==> config.mk <==
export PLATFORM = sky130hd
export DESIGN_NAME = regfile_scoreboard
export DESIGN_NICKNAME = d
export VERILOG_FILES = /design/src/rtl/regfile_scoreboard.sv
export SDC_FILE = /design/constraint.sdc
export NUM_CORES = 2
export LEC_CHECK = 0
export BUFFER_PORTS_ARGS = -buffer_cell sky130_fd_sc_hd__buf_2
export CORE_UTILIZATION = 45
export CTS_BUF_LIST = sky130_fd_sc_hd__clkbuf_4
export DETAILED_ROUTE_END_ITERATION = 7
export PLACE_DENSITY_LB_ADDON = 0.1
export SLEW_MARGIN = 5
export SYNTH_ARGS = -nofsm -noshare
export SYNTH_HDL_FRONTEND = slang
export SYNTH_SLANG_ARGS = --single-unit
==> constraint.sdc <==
create_clock -name clk -period 2.55 [get_ports clk]
set_clock_uncertainty 0.15 [all_clocks]
set_input_delay 0.3825 -clock clk [delete_from_list [all_inputs] [get_ports clk]]
set_output_delay 0.3825 -clock clk [all_outputs]
set_load 0.005 [all_outputs]
==> src/rtl/regfile_scoreboard.sv <==
// 2-read/1-write register file with a per-register pending-write scoreboard.
// Optional write-through forwarding on the read ports: define REGFILE_BYPASS_EN.
module regfile_scoreboard #(
  parameter int XLEN     = 32,
  parameter int NREGS    = 32,
  parameter int ZERO_REG = 1,
  localparam int AW      = $clog2(NREGS)
) (
  input  logic            clk,
  input  logic            rst,
  input  logic [AW-1:0]   rs1_addr,
  input  logic [AW-1:0]   rs2_addr,
  output logic [XLEN-1:0] rs1_data,
  output logic [XLEN-1:0] rs2_data,
  output logic            rs1_busy,
  output logic            rs2_busy,
  input  logic            iss_valid,
  input  logic [AW-1:0]   iss_rd,
  output logic            iss_ready,
  input  logic            we,
  input  logic [AW-1:0]   wa,
  input  logic [XLEN-1:0] wd
);

  localparam logic ZR = (ZERO_REG != 0);

  logic [XLEN-1:0]  regs [NREGS];
  logic [NREGS-1:0] busy;
  logic             iss_fire;
  logic             wr_ok;

  // Writes to a hardwired-zero register 0 are dropped entirely.
  assign wr_ok    = we && !(ZR && (wa == '0));
  assign iss_ready = rst & ~busy[iss_rd];
  assign iss_fire  = iss_valid & iss_ready;

  always_ff @(posedge clk or negedge rst) begin
    if (!rst) begin
      for (int r = 0; r < NREGS; r++) regs[r] <= '0;
    end else if (wr_ok) begin
      regs[wa] <= wd;
    end
  end

  // A new producer claiming the register wins over a same-cycle writeback.
  always_ff @(posedge clk or negedge rst) begin
    if (!rst) begin
      busy <= '0;
    end else begin
      for (int r = 0; r < NREGS; r++) begin
        if (ZR && (r == 0))
          busy[r] <= 1'b0;
        else if (iss_fire && (iss_rd == AW'(r)))
          busy[r] <= 1'b1;
        else if (we && (wa == AW'(r)))
          busy[r] <= 1'b0;
      end
    end
  end

`ifdef REGFILE_BYPASS_EN
  logic hit1, hit2;
  assign hit1 = wr_ok && (wa == rs1_addr);
  assign hit2 = wr_ok && (wa == rs2_addr);

  always_comb begin
    rs1_data = '0;
    rs2_data = '0;
    rs1_busy = 1'b0;
    rs2_busy = 1'b0;
    if (rst) begin
      rs1_data = hit1 ? wd : regs[rs1_addr];
      rs2_data = hit2 ? wd : regs[rs2_addr];
      rs1_busy = busy[rs1_addr] & ~hit1;
      rs2_busy = busy[rs2_addr] & ~hit2;
    end
  end
`else
  always_comb begin
    rs1_data = '0;
    rs2_data = '0;
    rs1_busy = 1'b0;
    rs2_busy = 1'b0;
    if (rst) begin
      rs1_data = regs[rs1_addr];
      rs2_data = regs[rs2_addr];
      rs1_busy = busy[rs1_addr];
      rs2_busy = busy[rs2_addr];
    end
  end
`endif

endmodule

==> run metrics <==
Simple-Gate Fraction of Synth Area=2.71%; first-pass GRT wire length=approximately 300 mm; worst r2r src=busy[24]; status=complete, but fails checks; Synth area leaders=dfrtp_1, mux2_2, mux4_2, mux2i_1, clkbuf_1; Skew-Pair Late Insertion Delay=approximately 1.2 ns; Max clock buf depth=4; Yosys reg bits=1055; Leakage=30.5 nW; die area=0.128 mm²; core area=0.125 mm²; Post-Syn Instances=3792; Reg-to-Reg End=busy[25]; Critical Path Fanout Max=2; Sink Count=1055; sequential cell area=0.0264 mm²; WP data arrival=2.97 ns; compound-cell area share of the yosys netlist=4.63%; Setup violations, final=67; slew of the pin with the lowest slew margin=1.10 ns; crit path launch type=flop; CTS Buf Count=approximately 310; mapped cell area=0.0569 mm²; Final Cycle Share=137%; pwr dens=around 710 mW/mm²; pre-CTS setup slack=-0.762 ns; Final Cell Area=0.0703 mm²; initial antenna violation count=17; Std-Cell Rows=130; P&R area growth vs syn=23.6%; layout cells sized above 1=63.7%; Adder-Cell Fraction of Synth Area=0%; EDFF count, synth=0; I/O pin cnt=123; Unique masters post-synth=56; Post-Synth XOR/XNOR Area=0%; Final Hold Violating Endpoints=0; final-stage net count=around 4500; fin crit period=about 3.5 ns; hpwl dp=136 mm; reg2reg setup slack=~0.20 ns; Synth Warn #=0; Residual DRC=0; total track usage=33.8%; R2R depth=7; placed instance count=5620; Slew HR=26.2%; root buf cell=clkbuf_4; WL per Instance=33.8 µm; DR pass1 iterations=6; largest net degree at the start of global routing=78; vias per cell=6.51; Yosys top cell by area=dfrtp_1; Final Power=0.0499 W; Worst-path clk slew=approximately 0.07 ns; Initial Util=45.3%; filler cell count=10100; Max VDD drop=just under 0.5 mV; vias in the first global route=roughly 43000; syn_nets=3848; f_max=286 MHz; Port-buffer cells=122; 1st-iter DRT viols=3736; Post-synth ARST share=100%; total of max-cap violations=0; Synth top area share=between 40% and 50%; combinational family with the most area after synthesis=multiplexers; Finished Layout Cells=around 6300; placed cell areas=0.0629 mm²; Antenna Nets Post-Route=0; multi-input combinational cell area=0.0306 mm²; Worst Path Required=2.02 ns; Min-Delay Path Class=in -> async; register area share after synthesis=between 40% and 50%; H-tree depth=5; Mean Syn Cell Area=15.0 µm²; vias=approximately 40000; multiplexer share of the synthesized area=between 40% and 50%; Die H=about 360 µm; TritonCTS clock tree=yes; gp weighted congestion=around 0.92; Remaining Overflow, GRT=0; Synth Flop Type=dfrtp_1; violated checks=setup timing; Die X=357 µm; Post-Route WL=between 200 and 250 mm; setup ws final=-0.951 ns; Worst Setup End Kind=output port; crit path kind=reg -> out; max-slew violations=0; unrepaired setup endpoints after global routing=true
-- layout make-up --
| type | instances | share of cell area [%] |
|---|---|---|
| multi-input cells | 2288 | 43.6 |
| flip-flops and latches | 1055 | 37.6 |
| repair buffers | 748 | 10.7 |
| clock buffers | 446 | 4.77 |
| well taps | 1650 | 2.94 |
| clock inverters | 67 | 0.363 |
| inverters | 9 | 0.0481 |
| diodes | 10 | 0.0356 |
-- state kept, by name, summed over array words and instances (netlist names) --
signal  cells
busy       31
regs     1024
-- power by group --
group          total (W)  switching, W  internal [W]
logic             0.0120       0.00479       0.00716
registers         0.0225       0.00259        0.0199
clock network     0.0154       0.00743       0.00796
total             0.0499        0.0148        0.0350
-- kinds of logic (layout without fill, tap and decap cells) --
logic type	count (synthesis)	after routing
muxes	1654	1654
DFF	1055	1055
buffers and inverters	449	1270
AOI/OAI and AO/OA	352	352
and+or+nand+nor	282	282
other	0	10
-- placed cells by master (no fill, tap or decap), drive strengths merged, types with 24 or more instances in the layout --
| cell | instances |
|---|---|
| a211oi | 51 |
| nand2 | 74 |
| clkinv | 62 |
| nor2 | 27 |
| mux2i | 129 |
| o31a | 24 |
| clkbuf | 446 |
| mux4 | 495 |
| dfrtp | 1055 |
| o21ai | 54 |
| a311oi | 31 |
| dlygate4sd3 | 91 |
| mux2 | 1030 |
| a22oi | 63 |
| buf | 656 |
| nand2b | 42 |
| nor2b | 64 |
| a22o | 34 |
-- how the worst max path moves through the flow --
stage | slack, ns | startpoint | depth (start not counted) | end
after floorplan | 0.18 | rs1_addr[0] | 6 | rs1_data[13]
after global placement | -0.75 | rs2_addr[1] | 9 | rs2_data[0]
after detailed placement | -0.76 | rs2_addr[1] | 9 | rs2_data[9]
after CTS | -1.08 | regs[281] | 7 | rs1_data[25]
after global routing | -1.09 | regs[281] | 7 | rs1_data[25]
final | -0.95 | regs[642] | 6 | rs1_data[2]
-- synth_stat cells, drive strengths merged (3+ instances only) --
library cell     n
nor2b           64
nand4b           4
o21ai           54
a211oi          51
o221ai          10
a21oi           16
o31a            24
o22ai            7
a22oi           63
nand4            3
dfrtp         1055
nand2b          42
or3              4
o31ai           14
o2bb2ai          3
nor2            27
buf            235
nand3            3
a311oi          31
a31oi           17
a22o            34
a2111oi         15
mux2i          129
nor3            16
nor4             9
or2             17
nand2           74
mux4           495
mux2          1030
inv              9
clkbuf         205
and2            11
nand3b           3
-- layer usage --
layer	routed length, µm	track usage [%]
met1	87400	46.2
met2	96900	51.2
met3	19700	8.96
met4	8150	14.0
met5	101	0
-- critical path: stages (launching register included) --
cell	delay, ns
dfrtp_1	0.39
mux4_2	0.46
nor2b_1	0.17
o31ai_4	0.32
a311oi_2	0.08
buf_4	0.20
buf_6	0.11
-- through the flow --
stage	utilization, %	setup TNS [ns]	hold WS, ns
6_report	56.0	-53.19	0.0211
5_1_grt	56.0	-62.74	-0.00525
4_1_cts	55.6	-62.23	0.000995
3_5_place_dp	50.2	-27.85	0.233
3_3_place_gp	50.2	-26.56	0.229
2_1_floorplan	-	0	-0.0631
-- what timing repair did --
action	in CTS	in global routing
buffers inserted	45	12
endpoints found under the hold margin	2028	1
endpoints found under the setup margin	67	93
hold buffers	104	1
gates resized for setup	368	94
pin swaps	110	70
Note: power is estimated with default switching activity, not from simulation.
